--- config.mk ---
export PLATFORM = sky130hd
export DESIGN_NAME = matmul_result_streamer
export DESIGN_NICKNAME = d
export VERILOG_FILES = /design/src/rtl/matmul_result_streamer.sv
export SDC_FILE = /design/constraint.sdc
export NUM_CORES = 1
export LEC_CHECK = 0
export ABC_CLOCK_PERIOD_IN_PS = 4790
export CORE_AREA = 2 2 123 125
export CTS_BUF_LIST = sky130_fd_sc_hd__clkbuf_8
export DETAILED_ROUTE_END_ITERATION = 12
export DIE_AREA = 0 0 125 127
export PLACE_DENSITY = 0.77
export RECOVER_POWER = 25
export REMOVE_ABC_BUFFERS = 1
export SLEW_MARGIN = 20
export SYNTH_ARGS = -nofsm -noshare
export SYNTH_HDL_FRONTEND = slang
export SYNTH_SLANG_ARGS = --single-unit
--- constraint.sdc ---
create_clock -name clk -period 4.79 [get_ports clk]
set_input_delay 0.7185 -clock clk [delete_from_list [all_inputs] [get_ports clk]]
set_output_delay 0.7185 -clock clk [all_outputs]
set_load 0.005 [all_outputs]
--- src/rtl/matmul_result_streamer.sv ---
// matmul_result_streamer
// Buffers whole result vectors from the matmul core and streams each one out
// as single WIDTH-bit words, lane 0 first. The buffer holds DEPTH vectors.
// in_ready depends only on registered state, so out_ready never reaches it.
// Optional feature macro: MATMUL_STREAM_PARITY_EN adds out_parity, the even
// parity (XOR reduction) of out_data.
module matmul_result_streamer #(
  parameter int WIDTH = 16,
  parameter int LANES = 4,
  parameter int DEPTH = 2
) (
  input  logic                     clk,
  input  logic                     rst,
  input  logic                     in_valid,
  output logic                     in_ready,
  input  logic [LANES*WIDTH-1:0]   in_vec,
  output logic                     out_valid,
  input  logic                     out_ready,
  output logic [WIDTH-1:0]         out_data,
  output logic [(LANES > 1 ? $clog2(LANES) : 1)-1:0] out_idx,
  output logic                     out_last,
  output logic [15:0]              frame_cnt
`ifdef MATMUL_STREAM_PARITY_EN
  ,
  output logic                     out_parity
`endif
);

  localparam int IDXW = (LANES > 1) ? $clog2(LANES) : 1;
  localparam int PW   = (DEPTH > 1) ? $clog2(DEPTH) : 1;
  localparam int CW   = $clog2(DEPTH + 1);

  logic [DEPTH-1:0][LANES*WIDTH-1:0] slot_q;
  logic [PW-1:0]   wr_ptr_q, wr_ptr_d;
  logic [PW-1:0]   rd_ptr_q, rd_ptr_d;
  logic [CW-1:0]   count_q, count_d;
  logic [IDXW-1:0] wptr_q, wptr_d;
  logic [15:0]     frame_q, frame_d;

  logic                        accept, beat, last_beat, head_last;
  logic [LANES-1:0][WIDTH-1:0] head_lanes;

  // Slot pointers wrap at DEPTH; DEPTH=1 keeps them pinned at zero.
  function automatic logic [PW-1:0] ptr_inc(input logic [PW-1:0] p);
    return (p == PW'(DEPTH - 1)) ? '0 : p + PW'(1);
  endfunction

  // Handshake and head-of-buffer view. Gating with rst keeps every output at
  // zero while reset is held, independent of what the state registers hold.
  assign head_lanes = slot_q[rd_ptr_q];
  assign head_last  = (wptr_q == IDXW'(LANES - 1));
  assign in_ready   = ~rst & (count_q < CW'(DEPTH));
  assign out_valid  = ~rst & (count_q != '0);
  assign out_data   = out_valid ? head_lanes[wptr_q] : '0;
  assign out_idx    = out_valid ? wptr_q : '0;
  assign out_last   = out_valid & head_last;
  assign frame_cnt  = frame_q;

  assign accept     = in_valid & in_ready;
  assign beat       = out_valid & out_ready;
  assign last_beat  = beat & head_last;

`ifdef MATMUL_STREAM_PARITY_EN
  // out_data is already zero when nothing is valid, so parity follows suit.
  assign out_parity = ^out_data;
`endif

  // Next-state for pointers, occupancy and the emitted-frame counter.
  always_comb begin
    wr_ptr_d = wr_ptr_q;
    rd_ptr_d = rd_ptr_q;
    wptr_d   = wptr_q;
    count_d  = count_q;
    frame_d  = frame_q;
    if (accept) wr_ptr_d = ptr_inc(wr_ptr_q);
    if (beat) begin
      if (head_last) begin
        wptr_d   = '0;
        rd_ptr_d = ptr_inc(rd_ptr_q);
        frame_d  = frame_q + 16'd1;
      end else begin
        wptr_d = wptr_q + IDXW'(1);
      end
    end
    // An accept and a last beat on the same edge cancel out.
    unique case ({accept, last_beat})
      2'b10:   count_d = count_q + CW'(1);
      2'b01:   count_d = count_q - CW'(1);
      default: count_d = count_q;
    endcase
  end

  // Control state register.
  always_ff @(posedge clk or posedge rst) begin
    if (rst) begin
      wr_ptr_q <= '0;
      rd_ptr_q <= '0;
      wptr_q   <= '0;
      count_q  <= '0;
      frame_q  <= '0;
    end else begin
      wr_ptr_q <= wr_ptr_d;
      rd_ptr_q <= rd_ptr_d;
      wptr_q   <= wptr_d;
      count_q  <= count_d;
      frame_q  <= frame_d;
    end
  end

  // Vector storage: a slot is written only on accept, so later in_vec changes
  // cannot disturb a captured vector.
  always_ff @(posedge clk or posedge rst) begin
    if (rst) begin
      slot_q <= '0;
    end else if (accept) begin
      slot_q[wr_ptr_q] <= in_vec;
    end
  end

endmodule
==> flow_metrics.py, run 1 <==
metrics = {
    "outcome": {
        "status": "complete, but fails checks",
        "failed_checks": "max-capacitance violations, max-slew violations",
    },
    "finish": {
        "area.sequential_mm2": 0.00376,
        "area_growth_syn_to_layout_pct": 20.9,
        "final_area_mm2": 0.00882,
        "final_layout_size_suffix_gt1_share_pct": 28.1,
        "multiInputGateArea_mm2": 0.00324,
        "filler_cell_count": 1134,
        "final_nets": 673,
        "insertedDiodeCount": 0,
    },
    "detailed_routing": {
        "routed-via-count": 4486,
        "ratio_of_routed_vias_to_standard_cells": 5.61,
        "detail_route.wl_per_cell_um": 19.1,
        "detailedRoute.firstIterationViolations": 310,
        "drt_wl_total_um": 15300,
        "number_of_nets_with_antenna_violations_after_detailed_routing": 0,
        "post_route_drc_violation_count": 0,
        "first_pass_iters": 4,
    },
    "global_route": {
        "antenna_violations_before_repair": 0,
        "largest_net_degree_at_the_start_of_global_routing": 119,
        "gr-usage-all-layers_pct": 20.2,
        "grt.overflow.total": 0,
        "via_count_of_the_first_global_routing_pass": 4721,
        "grt_pass1_wl_um": 25300,
    },
    "setup_path": {
        "critPathKind": "flip-flop to primary output",
        "r2r_path_start": "count_q[1]",
        "r2r_setup_slack_ns": 2.38,
        "worstPathCellList": "nor2b_2 > a22o_1 > nor4_1 > clkdlybuf4s50_1",
        "slowest_stage_cell_cp": "nor2b_2",
        "r2r_cells": 4,
        "cp_num_buf_inv": 1,
        "crit_family": "simple AND/OR/NAND/NOR gates",
        "critPathLaunchType": "flip-flop",
        "cp.arrival_ns": 3.14,
        "worstPathMaxFanout": 23,
        "worstReg2RegEnd": "slot_q[88]",
        "worstSetupEndpointType": "primary output",
        "critical_path.max_stage_delay_ns": 0.97,
        "worst_ep_required_time_ns": 4.07,
    },
    "yosys": {
        "simple_gate_area_share_of_the_yosys_netlist_pct": 8.06,
        "ys_seq_area_share_pct": 51.5,
        "mappedNetlistArea_mm2": 0.00729,
        "synth-xor-area-share_pct": 2.40,
        "arithmetic_cell_share_of_the_synthesized_area_counting_full_adders_half_adders_and_majority_gates_pct": 0.515,
        "synth_edf_count": 0,
        "synth_compound_area_share_pct": 5.75,
        "synth_top_family_by_area": "multiplexers",
        "syn_inst": 511,
        "synth_warn": 0,
        "syn_area_per_cell_um2": 14.3,
        "yosys_most_used_dff": "dfrtp_1",
        "postSynth.asyncResetShare_pct": 100,
        "postSynthRegisterBits": 150,
        "synthMuxAreaShare_pct": 27.6,
        "yosys.cell_types.count": 40,
    },
    "die": {
        "die-width_um": 125,
        "die-area_mm2": 0.0159,
        "placement_rows": 44,
        "die_h_um": 127,
        "initial_utilization_pct": 50.6,
        "core_region_area_mm2": 0.0144,
        "top_level_ports": 105,
    },
    "clocking": {
        "tritoncts.num_buffers": 17,
        "post-cts-setup-buffer-count": 0,
        "cts_hold_repair.buffers": 0,
        "cts_tree": "built",
        "cts.clk_slew.worst_paths_ns": 0.08,
        "cts_root_cell": "clkbuf_8",
        "cts_sinks": 150,
        "post_cts_resize_count": 0,
        "clock_insertion_delay_worst_skew_ns": 0.45,
        "ctsHtreeMaxLevel": 4,
        "cts.path.max_buffers": 2,
    },
    "sta": {
        "slew_headroom_pct": -64.8,
        "timing_worst_slew_pin_value_ns": 2.47,
        "max_clock_freq_mhz": 259,
        "final_setup_violation_count": 0,
        "report.final.slew_viol_count": 119,
        "totalNegativeSetupSlack_ns": 0,
        "post_route_minimum_period_ns": 3.86,
        "finClkSkew_ns": 0.00885,
        "rsz_0062_raised_after_global_routing": "no",
        "min_period_over_period_pct": 80.5,
        "final_hold_violating_endpoints": 0,
    },
    "power_and_ir_drop": {
        "p_comb_share_pct": 36.6,
        "cellPowerDensity_mw_per_mm2": 622,
        "vdd_ir_drop_max_v": 0.000311,
        "power.leakage_nw": 3.73,
        "net_sw_share_pct": 31.1,
        "seq_pwr_share_pct": 42.2,
        "total_switching_power_mw": 1.70,
        "internal_power_mw": 3.78,
        "pwr-share-clk_pct": 21.2,
    },
    "place": {
        "detailed_place_hpwl_um": 9490,
        "gp_routability_congestion": 0.765,
        "dpl-instance-area_mm2": 0.00832,
        "place.port_buffers": 104,
    },
    "worst_hold_path": {
        "min-delay-path-class": "flip-flop to flip-flop",
        "hold-path-endpoint": "frame_cnt[15]",
        "worstHoldPathCells": 1,
        "min-delay-start": "frame_cnt[15]",
    },
    "job": {
        "max_cap_viol_count": 1,
    },
}
## worst register-to-register path: cells and delay by family (launching register included)
family / cells / cell delay, ns
AND/OR/NAND/NOR: 2 / 1.17
multiplexers: 1 / 0.32
flip-flops: 1 / 0.44
buffers and inverters: 1 / 0.38
## worst max path at each step
stage / startpoint / to / depth (start not counted)
2_1_floorplan: rst / count_q[0] / 1
3_3_place_gp: rst / out_data[15] / 4
3_5_place_dp: rst / out_data[2] / 4
4_1_cts: wptr_q[0] / out_data[14] / 4
5_1_grt: wptr_q[0] / out_data[8] / 4
6_report: wptr_q[0] / out_data[8] / 4
## area by class of cell
class | instances | area share (%)
clock buffer | 18 | 2.81
clock inverter | 14 | 2.61
inverter | 2 | 0.128
multi-input combinational | 322 | 36.7
sequential | 150 | 42.6
tap | 184 | 2.61
timing repair buffer | 109 | 12.5
## kinds of logic after synthesis
group                      Yosys count
muxes                              162
DFF                                150
and+or+nand+nor                     88
AOI/OAI and AO/OA                   49
buffers and inverters               39
xor gates and xnor gates            20
adders and majority gates            3
## power groups by stage
| stage | Combinational (mW) | Sequential, mW | Clock (mW) |
|---|---|---|---|
| 2_1_floorplan | 1.45 | 2.22 | 0 |
| 3_3_place_gp | 1.95 | 2.29 | 0 |
| 3_5_place_dp | 2.00 | 2.33 | 0 |
| 4_1_cts | 2.02 | 2.31 | 1.19 |
| 5_1_grt | 2.18 | 2.39 | 1.25 |
| 6_report | 2.01 | 2.31 | 1.16 |
## flip-flops by register name (all words and copies together), names as in the netlist
signal,flops
wr_ptr_q,1
count_q,2
wptr_q,2
rd_ptr_q,1
slot_q,128
frame_cnt,16
## cells in the mapped netlist, types with 2 or more instances
cell       number  area, µm²
buf_6          18        203
nor4_1         16        100
nand3_1         7       35.0
clkbuf_1        7       26.3
nor4_4          2       42.5
nand2_1         9       33.8
xor2_1          6       52.6
buf_4           5       37.5
dfrtp_1       150       3750
and3_1          3       18.8
ha_1            3       37.5
a22o_1         16        140
and2_1          3       18.8
nor2_1          2       7.51
mux2_1          9        101
mux2_4         61        916
nor2b_1        33        206
xnor2_1        14        123
buf_2           6       30.0
mux2i_1        32        320
mux2_2         60        676
a2111oi_0      16        140
a211oi_1       16        120
## cell usage in the layout, fill, tap and decap left out, types with 18 or more instances in the layout
cell type	count
clkdlybuf4s50_1	103
mux2i_1	32
mux2_4	61
dfrtp_1	149
mux2_2	60
clkbuf_8	18
nor2b_1	32
## stage by stage
stage / utilization [%] / power, mW / hold WS, ns / worst slack (ns) / std cells
5_1_grt: 61.1 / 5.81 / 0.499 / 0.737 / 799
3_3_place_gp: 57.7 / 4.23 / 0.463 / 1.42 / 766
4_1_cts: 61.0 / 5.52 / 0.490 / 0.871 / 798
6_report: 61.1 / 5.48 / 0.485 / 0.934 / 799
2_1_floorplan: - / 3.67 / 0.457 / 0.0351 / 474
3_5_place_dp: 57.7 / 4.33 / 0.476 / 1.39 / 766
## metal layers
metal	track usage, %	wire (µm)
met2	31.5	7120
met5	0	0
met3	5.61	752
met1	27.9	7190
met4	5.95	208
(Power assumes the default switching activity.)
==> inputs of run 2 (changes only) <==
- ABC_CLOCK_PERIOD_IN_PS: 4790 -> 3800
- CORE_AREA: 2 2 123 125 -> 2 2 119 121
- DIE_AREA: 0 0 125 127 -> 0 0 121 123
- PLACE_DENSITY: 0.77 -> 0.79
- clock period: 4.79 -> 3.8 ns (I/O delays scaled with it)
==> run 2 against run 1 <==
Compared with the run above:
- global-route usage rose by 2.0 points
- setup slack got worse by 0.65 ns
- die area fell by 6.2%
- the run still ends with max-capacitance violations, max-slew violations left
- sequential power up 24%
- cell count shrank 0.13%
- combinational power increased by 31%
- non-clock buffer count rose by 4
- via count up 0.13%
- largest cell class unchanged
- critical endpoint is now out_data[0]
- first-iteration DRC count fell by 13%
==> flow_metrics.py, run 2 (synthesis gave the netlist of run 1 again) <==
metrics = {
    "outcome": {
        "status": "complete, but fails checks",
        "failed_checks": "max-capacitance violations, max-slew violations",
    },
    "sta": {
        "max_clock_freq_mhz": 285,
        "final_setup_violation_count": 0,
        "post_route_minimum_period_ns": 3.51,
        "totalNegativeSetupSlack_ns": 0,
        "finClkSkew_ns": 0.00515,
        "finalWorstSetupSlack_ns": 0.289,
        "hold-worst-slack_ns": 0.488,
        "report.final.slew_viol_count": 111,
        "rsz_0062_raised_after_global_routing": "no",
        "min_period_over_period_pct": 92.4,
        "final_hold_violating_endpoints": 0,
        "slew_headroom_pct": -57.4,
        "timing_worst_slew_pin_value_ns": 2.36,
    },
    "die": {
        "die_h_um": 123,
        "initial_utilization_pct": 53.6,
        "die-area_mm2": 0.0149,
        "top_level_ports": 105,
        "die-width_um": 121,
        "core_region_area_mm2": 0.0136,
        "placement_rows": 43,
    },
    "worst_hold_path": {
        "worstHoldPathCells": 1,
        "min-delay-path-class": "flip-flop to flip-flop",
    },
    "power_and_ir_drop": {
        "internal_power_mw": 4.48,
        "power.total_mw": 6.60,
        "net_sw_share_pct": 32.2,
        "vdd_ir_drop_max_v": 0.000374,
        "cellPowerDensity_mw_per_mm2": 756,
        "seq_pwr_share_pct": 43.5,
        "power.leakage_nw": 3.73,
        "total_switching_power_mw": 2.13,
        "pwr-share-clk_pct": 16.7,
        "p_comb_share_pct": 39.8,
    },
    "finish": {
        "final_layout_size_suffix_gt1_share_pct": 27.5,
        "instances_no_fill": 798,
        "area_growth_syn_to_layout_pct": 19.8,
        "insertedDiodeCount": 0,
        "final_nets": 677,
        "largest_register_ffs": 128,
        "largest-register": "slot_q",
        "most-common-layout-cells": "dfrtp_1, clkdlybuf4s50_1, mux2_4",
        "mostFrequentLayoutCell": "dfrtp_1",
    },
    "setup_path": {
        "worst_ep_required_time_ns": 3.23,
        "critPathLaunchType": "flip-flop",
        "r2r_cells": 6,
        "worstSetupEndpointType": "primary output",
        "worstPathMaxFanout": 53,
        "cp.arrival_ns": 2.94,
        "critPathKind": "flip-flop to primary output",
    },
    "clocking": {
        "cts.path.max_buffers": 2,
        "cts_hold_repair.buffers": 0,
        "cts_root_cell": "clkbuf_8",
        "cts.clk_slew.worst_paths_ns": 0.08,
        "ctsHtreeMaxLevel": 4,
        "clock_insertion_delay_worst_skew_ns": 0.44,
        "post-cts-setup-buffer-count": 0,
        "tritoncts.num_buffers": 17,
        "cts_tree": "built",
        "post_cts_resize_count": 0,
        "cts_sinks": 150,
    },
    "place": {
        "gp_routability_congestion": 0.797,
        "placed_cells_incl_taps": 767,
        "preCtsSetupSlack_ns": 0.727,
        "place.port_buffers": 104,
        "detailed_place_hpwl_um": 10100,
    },
    "detailed_routing": {
        "post_route_drc_violation_count": 0,
        "detail_route.wl_per_cell_um": 19.5,
        "detailedRoute.firstIterationViolations": 271,
        "routed-via-count": 4492,
        "first_pass_iters": 4,
        "drt_wl_total_um": 15500,
        "number_of_nets_with_antenna_violations_after_detailed_routing": 0,
        "ratio_of_routed_vias_to_standard_cells": 5.63,
    },
    "job": {
        "max_cap_viol_count": 1,
    },
    "global_route": {
        "antenna_violations_before_repair": 0,
        "largest_net_degree_at_the_start_of_global_routing": 112,
        "grt_pass1_wl_um": 25400,
        "via_count_of_the_first_global_routing_pass": 4784,
        "gr-usage-all-layers_pct": 22.2,
        "grt.overflow.total": 0,
    },
}
[run 2: cell count changes in the layout (fill, tap and decap cells not counted)]
cell        before  now
buf_12           2    4
bufinv_16        6    1
buf_4            3    5
inv_1            1    7
clkbuf_8        18   20
inv_6            1    0
clkinvlp_4       4    1
[run 2: layout make-up]
class / count / area, µm²
Clock inverter: 11 / 71.3
Multi-Input combinational cell: 322 / 3240
Inverter: 2 / 11.3
Timing Repair Buffer: 113 / 1160
Fill cell: 1012 / 4870
Clock buffer: 20 / 275
Tap cell: 180 / 225
Sequential cell: 150 / 3760
[run 2: layer usage]
layer  global-route usage [%]  share of wire, %  up-vias
met2                     35.4                47      113
li1                         -                 -     2067
met3                     5.95               4.7       12
met5                        0                 0        -
met1                     30.4                47     2300
met4                     5.31              0.77        0
[run 2: power groups by stage]
| stage | sequential, mW | clock, mW | combinational, mW |
|---|---|---|---|
| 6_report | 2.87 | 1.10 | 2.63 |
| 5_1_grt | 2.97 | 1.20 | 2.85 |
| 4_1_cts | 2.87 | 1.13 | 2.65 |
| 3_5_place_dp | 2.89 | 0 | 2.65 |
| 3_3_place_gp | 2.84 | 0 | 2.57 |
| 2_1_floorplan | 2.80 | 0 | 1.83 |
[run 2: path summary, 6_finish.rpt]
check | start | slack (ns) | end
worst max-delay path | wptr_q[1] | 0.29 | out_data[0]
min in group asynchronous | rst | 1.35 | count_q[0]
worst min register to register | frame_cnt[15] | 0.49 | frame_cnt[15]
max in group asynchronous | rst | 1.01 | wptr_q[1]
worst max register to register | wptr_q[0] | 1.49 | frame_cnt[10]
worst min-delay path | frame_cnt[15] | 0.49 | frame_cnt[15]
[run 2: critical path, stage by stage, from the launching register on]
cell	delay, ns
dfrtp_4	0.79
buf_12	0.33
nor2b_1	0.09
a2111oi_0	0.58
nor4_1	0.14
clkdlybuf4s50_1	0.49
[run 2: metrics by stage]
step,utilization [%],area [µm²]
global route,64.2,8740
CTS,64.2,8740
floorplan,-,6990
detailed placement,61.7,8390
global placement,61.7,8390
finish,64.2,8740
==> edit 1, RTL diff (settings of run 2) <==
Put one more register stage on the output `frame_cnt`, cleared by the reset. The value now appears one clock later. The other outputs are not delayed to match.
--- a/src/rtl/matmul_result_streamer.sv
+++ b/src/rtl/matmul_result_streamer.sv
@@ -55,5 +55,11 @@
   assign out_idx    = out_valid ? wptr_q : '0;
   assign out_last   = out_valid & head_last;
-  assign frame_cnt  = frame_q;
+  always_ff @(posedge clk or posedge rst) begin
+    if (rst) begin
+      frame_cnt <= '0;
+    end else begin
+      frame_cnt <= frame_q;
+    end
+  end
 
   assign accept     = in_valid & in_ready;
Behaviour: not the same (a bounded check fails within 10 cycles, from zero or initial values and one cycle with rst high).
==> edit 1 against run 2 <==
The run still ends with max-capacitance violations, max-slew violations left; area after synthesis is 0.34% higher; total power barely moved; synthesized cell count is 3.7% lower; die area stayed put; wire length down 4.0%; core utilization increased by 1.1 points; via count decreased by 2.8%; cell area increased by 1.7%; sequential cell count rose by 16; worst setup slack better by 0.032 ns; hold slack worse by 0.063 ns.
==> edit 1: results <==
group,metric,value,unit
outcome,outcome,"complete, but fails checks",
outcome,violations,"max-capacitance violations, max-slew violations",
flow_run,maxCapViolations,1,
timing,drv_slew,167,
grt,grt_pass1_vias,4690,
timing,skew,0.009764,ns
detailed_routing,vias_per_cell,5.536,
placed_design,post-place-ws,0.3917,ns
grt,grt_max_degree,167,
synth,synth_common_cells,"166 x dfrtp_1, 141 x mux2_2, 17 x nor2b_1",
synth,synth_xor_xnor_area_share,2.393,%
power_and_ir_drop,leakage,3.742,nW
synth,synth_area_per_cell,14.88,µm²
critical_path,cp_max_fo,13,
grt,grt.met3_usage,4.705,%
placed_design,place_inst,757,
synth,synthDistinctLibCells,36,
critical_path,crit_arrival,2.91,ns
synth,synth_edf_count,0,
synth,synthMuxAreaShare,29.57,%
grt,track_usage,21.29,%
synth,synth_compound_area_share,2.803,%
timing,tightest_slew,2.221,ns
grt,gr-usage-met2,37.01,%
cells_and_area,final_cells,789,
grt,use_met1,26.77,%
detailed_routing,drt-initial-drc-count,281,
placed_design,dp_hpwl,9877,µm
synth,ys_seq_area_share,56.75,%
grt,grt_pass1_wl,24070,µm
critical_path,critPathMaxStageDelay,0.59,ns
placed_design,place_area,8522,µm²
detailed_routing,wl_met1,6339,µm
synth,synth_fa_ha_area_share,0.5128,%
placed_design,gp_congestion,0.8040,
power_and_ir_drop,ir_worst_vdd,0.3980,mV
cells_and_area,fin_nets,667,
==> edit 1: worst paths after layout <==
check	start	to	slack, ns	cells past startpoint
worst min-delay path	frame_q[15]	frame_cnt[15]	0.43	0
min in group asynchronous	rst	count_q[1]	1.41	3
worst min register to register	frame_q[15]	frame_cnt[15]	0.43	0
worst max register to register	wptr_q[1]	count_q[1]	1.44	8
worst max-delay path	rst	out_data[1]	0.32	8
max in group asynchronous	rst	wptr_q[1]	0.85	3
==> edit 1: layout make-up <==
type	instances	area (µm²)
multi-input combinational	292	2949
fill	984	4728
inverter	5	22.52
sequential	166	4155
tap	180	225.2
clock inverter	9	61.31
timing repair buffer	114	1154
clock buffer	23	316.6
==> edit 1: power breakdown <==
group,total (mW),switching [mW],internal [mW]
clock,1.19,0.581,0.607
combinational,2.42,0.900,1.52
sequential,3.00,0.480,2.52
==> edit 2, RTL diff (flow settings as in run 2) <==
Made on the original files. Build with the macro `MATMUL_STREAM_PARITY_EN` defined.
--- a/src/rtl/matmul_result_streamer.sv
+++ b/src/rtl/matmul_result_streamer.sv
@@ -5,4 +5,6 @@
 // Optional feature macro: MATMUL_STREAM_PARITY_EN adds out_parity, the even
 // parity (XOR reduction) of out_data.
+`define MATMUL_STREAM_PARITY_EN
+
 module matmul_result_streamer #(
   parameter int WIDTH = 16,
Function (old outputs only; new: out_parity): no difference found for any inputs over 4 cycles, from zero or initial values and one cycle with rst high; that may be too few to reach the edited logic, so the function may still have changed.
==> edit 2 against run 2 <==
Global-route usage fell by 1.5 points; cell area down 0.13%; area after synthesis down 5.2%; sequential cell count is the same; register-to-register slack better by 0.03 ns; critical path depth grew 3; the run still ends with max-capacitance violations, max-slew violations left; worst setup slack got worse by 0.19 ns; wire length down 6.7%; total power up 11%; largest power group is now combinational cells.
==> edit 2: results <==
group,metric,value,unit
critical_path,path_delay_family,"XOR/XNOR gates",
placed_design,place_area,8230,µm²
flow_run,maxCapViolations,1,
timing,drv_slew,62,
critical_path,critPathMaxStageDelay,0.51,ns
power_and_ir_drop,p_seq,2.75,mW
synth,ys_seq_area_share,54.31,%
cells_and_area,drive_above_1_share,39.18,%
placed_design,io_buffers,105,
placed_design,place_inst,716,
synth,synth_common_cells,"150 x dfrtp_1, 130 x mux2_2, 23 x mux4_2",
synth,netlist_instances,440,
grt,grt_pass1_vias,4413,
timing,skew,0.01081,ns
power_and_ir_drop,p_comb,3.39,mW
timing,tightest_slew,2.320,ns
critical_path,crit_arrival,3.13,ns
grt,track_usage,20.67,%
power_and_ir_drop,leakage,3.640,nW
detailed_routing,detail_route.wl_per_cell,19.03,µm
cells_and_area,fin_nets,640,
grt,grt_pass1_wl,22930,µm
power_and_ir_drop,p_int,5.094,mW
detailed_routing,drt-initial-drc-count,258,
grt,grt_max_degree,65,
synth,synth_area_leaders,"dfrtp_1 54%, mux2_2 21%, mux4_2 7.5%",
outcome,violations,"max-capacitance violations, max-slew violations",
detailed_routing,wirelength,14500,µm
outcome,outcome,"complete, but fails checks",
placed_design,dp_hpwl,10060,µm
detailed_routing,vias_per_cell,5.507,
critical_path,cp_max_fo,8,
==> edit 2: metrics by stage <==
step	power, mW	setup slack, ns
after floorplan	4.841	-0.8064
after global placement	5.929	0.1965
after detailed placement	6.066	0.1589
after CTS	7.350	0.04955
after global routing	7.755	0.002478
final	7.338	0.1017
==> edit 2: kinds of logic after synthesis <==
kind of cell | synth area share [%]
AND/OR/NAND/NOR | 2.860
adder cells (fa/ha/maj) | 0.5431
XOR/XNOR | 4.942
buffers and inverters | 2.516
AO/OA/AOI/OAI | 2.154
multiplexers | 32.68
flip-flops | 54.31
==> edit 2: final cells by class <==
cell class              count  area, µm²
fillers                   987       4886
well taps                 180      225.2
multi-input cells         260       2982
clock inverters            13      133.9
clock buffers              19      261.5
flip-flops and latches    150       3755
inverters                   5      18.77
repair buffers            135       1350
==> edit 2: path summary, 6_finish.rpt <==
path	start	to	slack, ns	depth (start not counted)
max in group asynchronous	rst	wptr_q[0]	0.78	3
worst min-delay path	frame_cnt[15]	frame_cnt[15]	0.48	1
worst max register to register	wptr_q[0]	frame_cnt[15]	1.52	10
min in group asynchronous	rst	count_q[1]	1.53	3
worst min register to register	frame_cnt[15]	frame_cnt[15]	0.48	1
worst max-delay path	wptr_q[0]	out_parity	0.10	8
==> edit 2: metal layers <==
metal / track usage [%] / vias up / routed length (µm)
li1: - / 1869 / -
met1: 26.84 / 2184 / 6210
met2: 31.95 / 110 / 6991
met3: 6.319 / 33 / 807
met4: 9.884 / 0 / 490
met5: 0 / - / 0
==> edit 2: timing repair <==
item                                    in CTS  in global routing
setup buffers                                5                  9
hold buffers                                 0                  0
pin swaps                                    7                  4
resized for setup                            8                  2
endpoints found under the setup margin       1                  1
endpoints found under the hold margin        0                  0
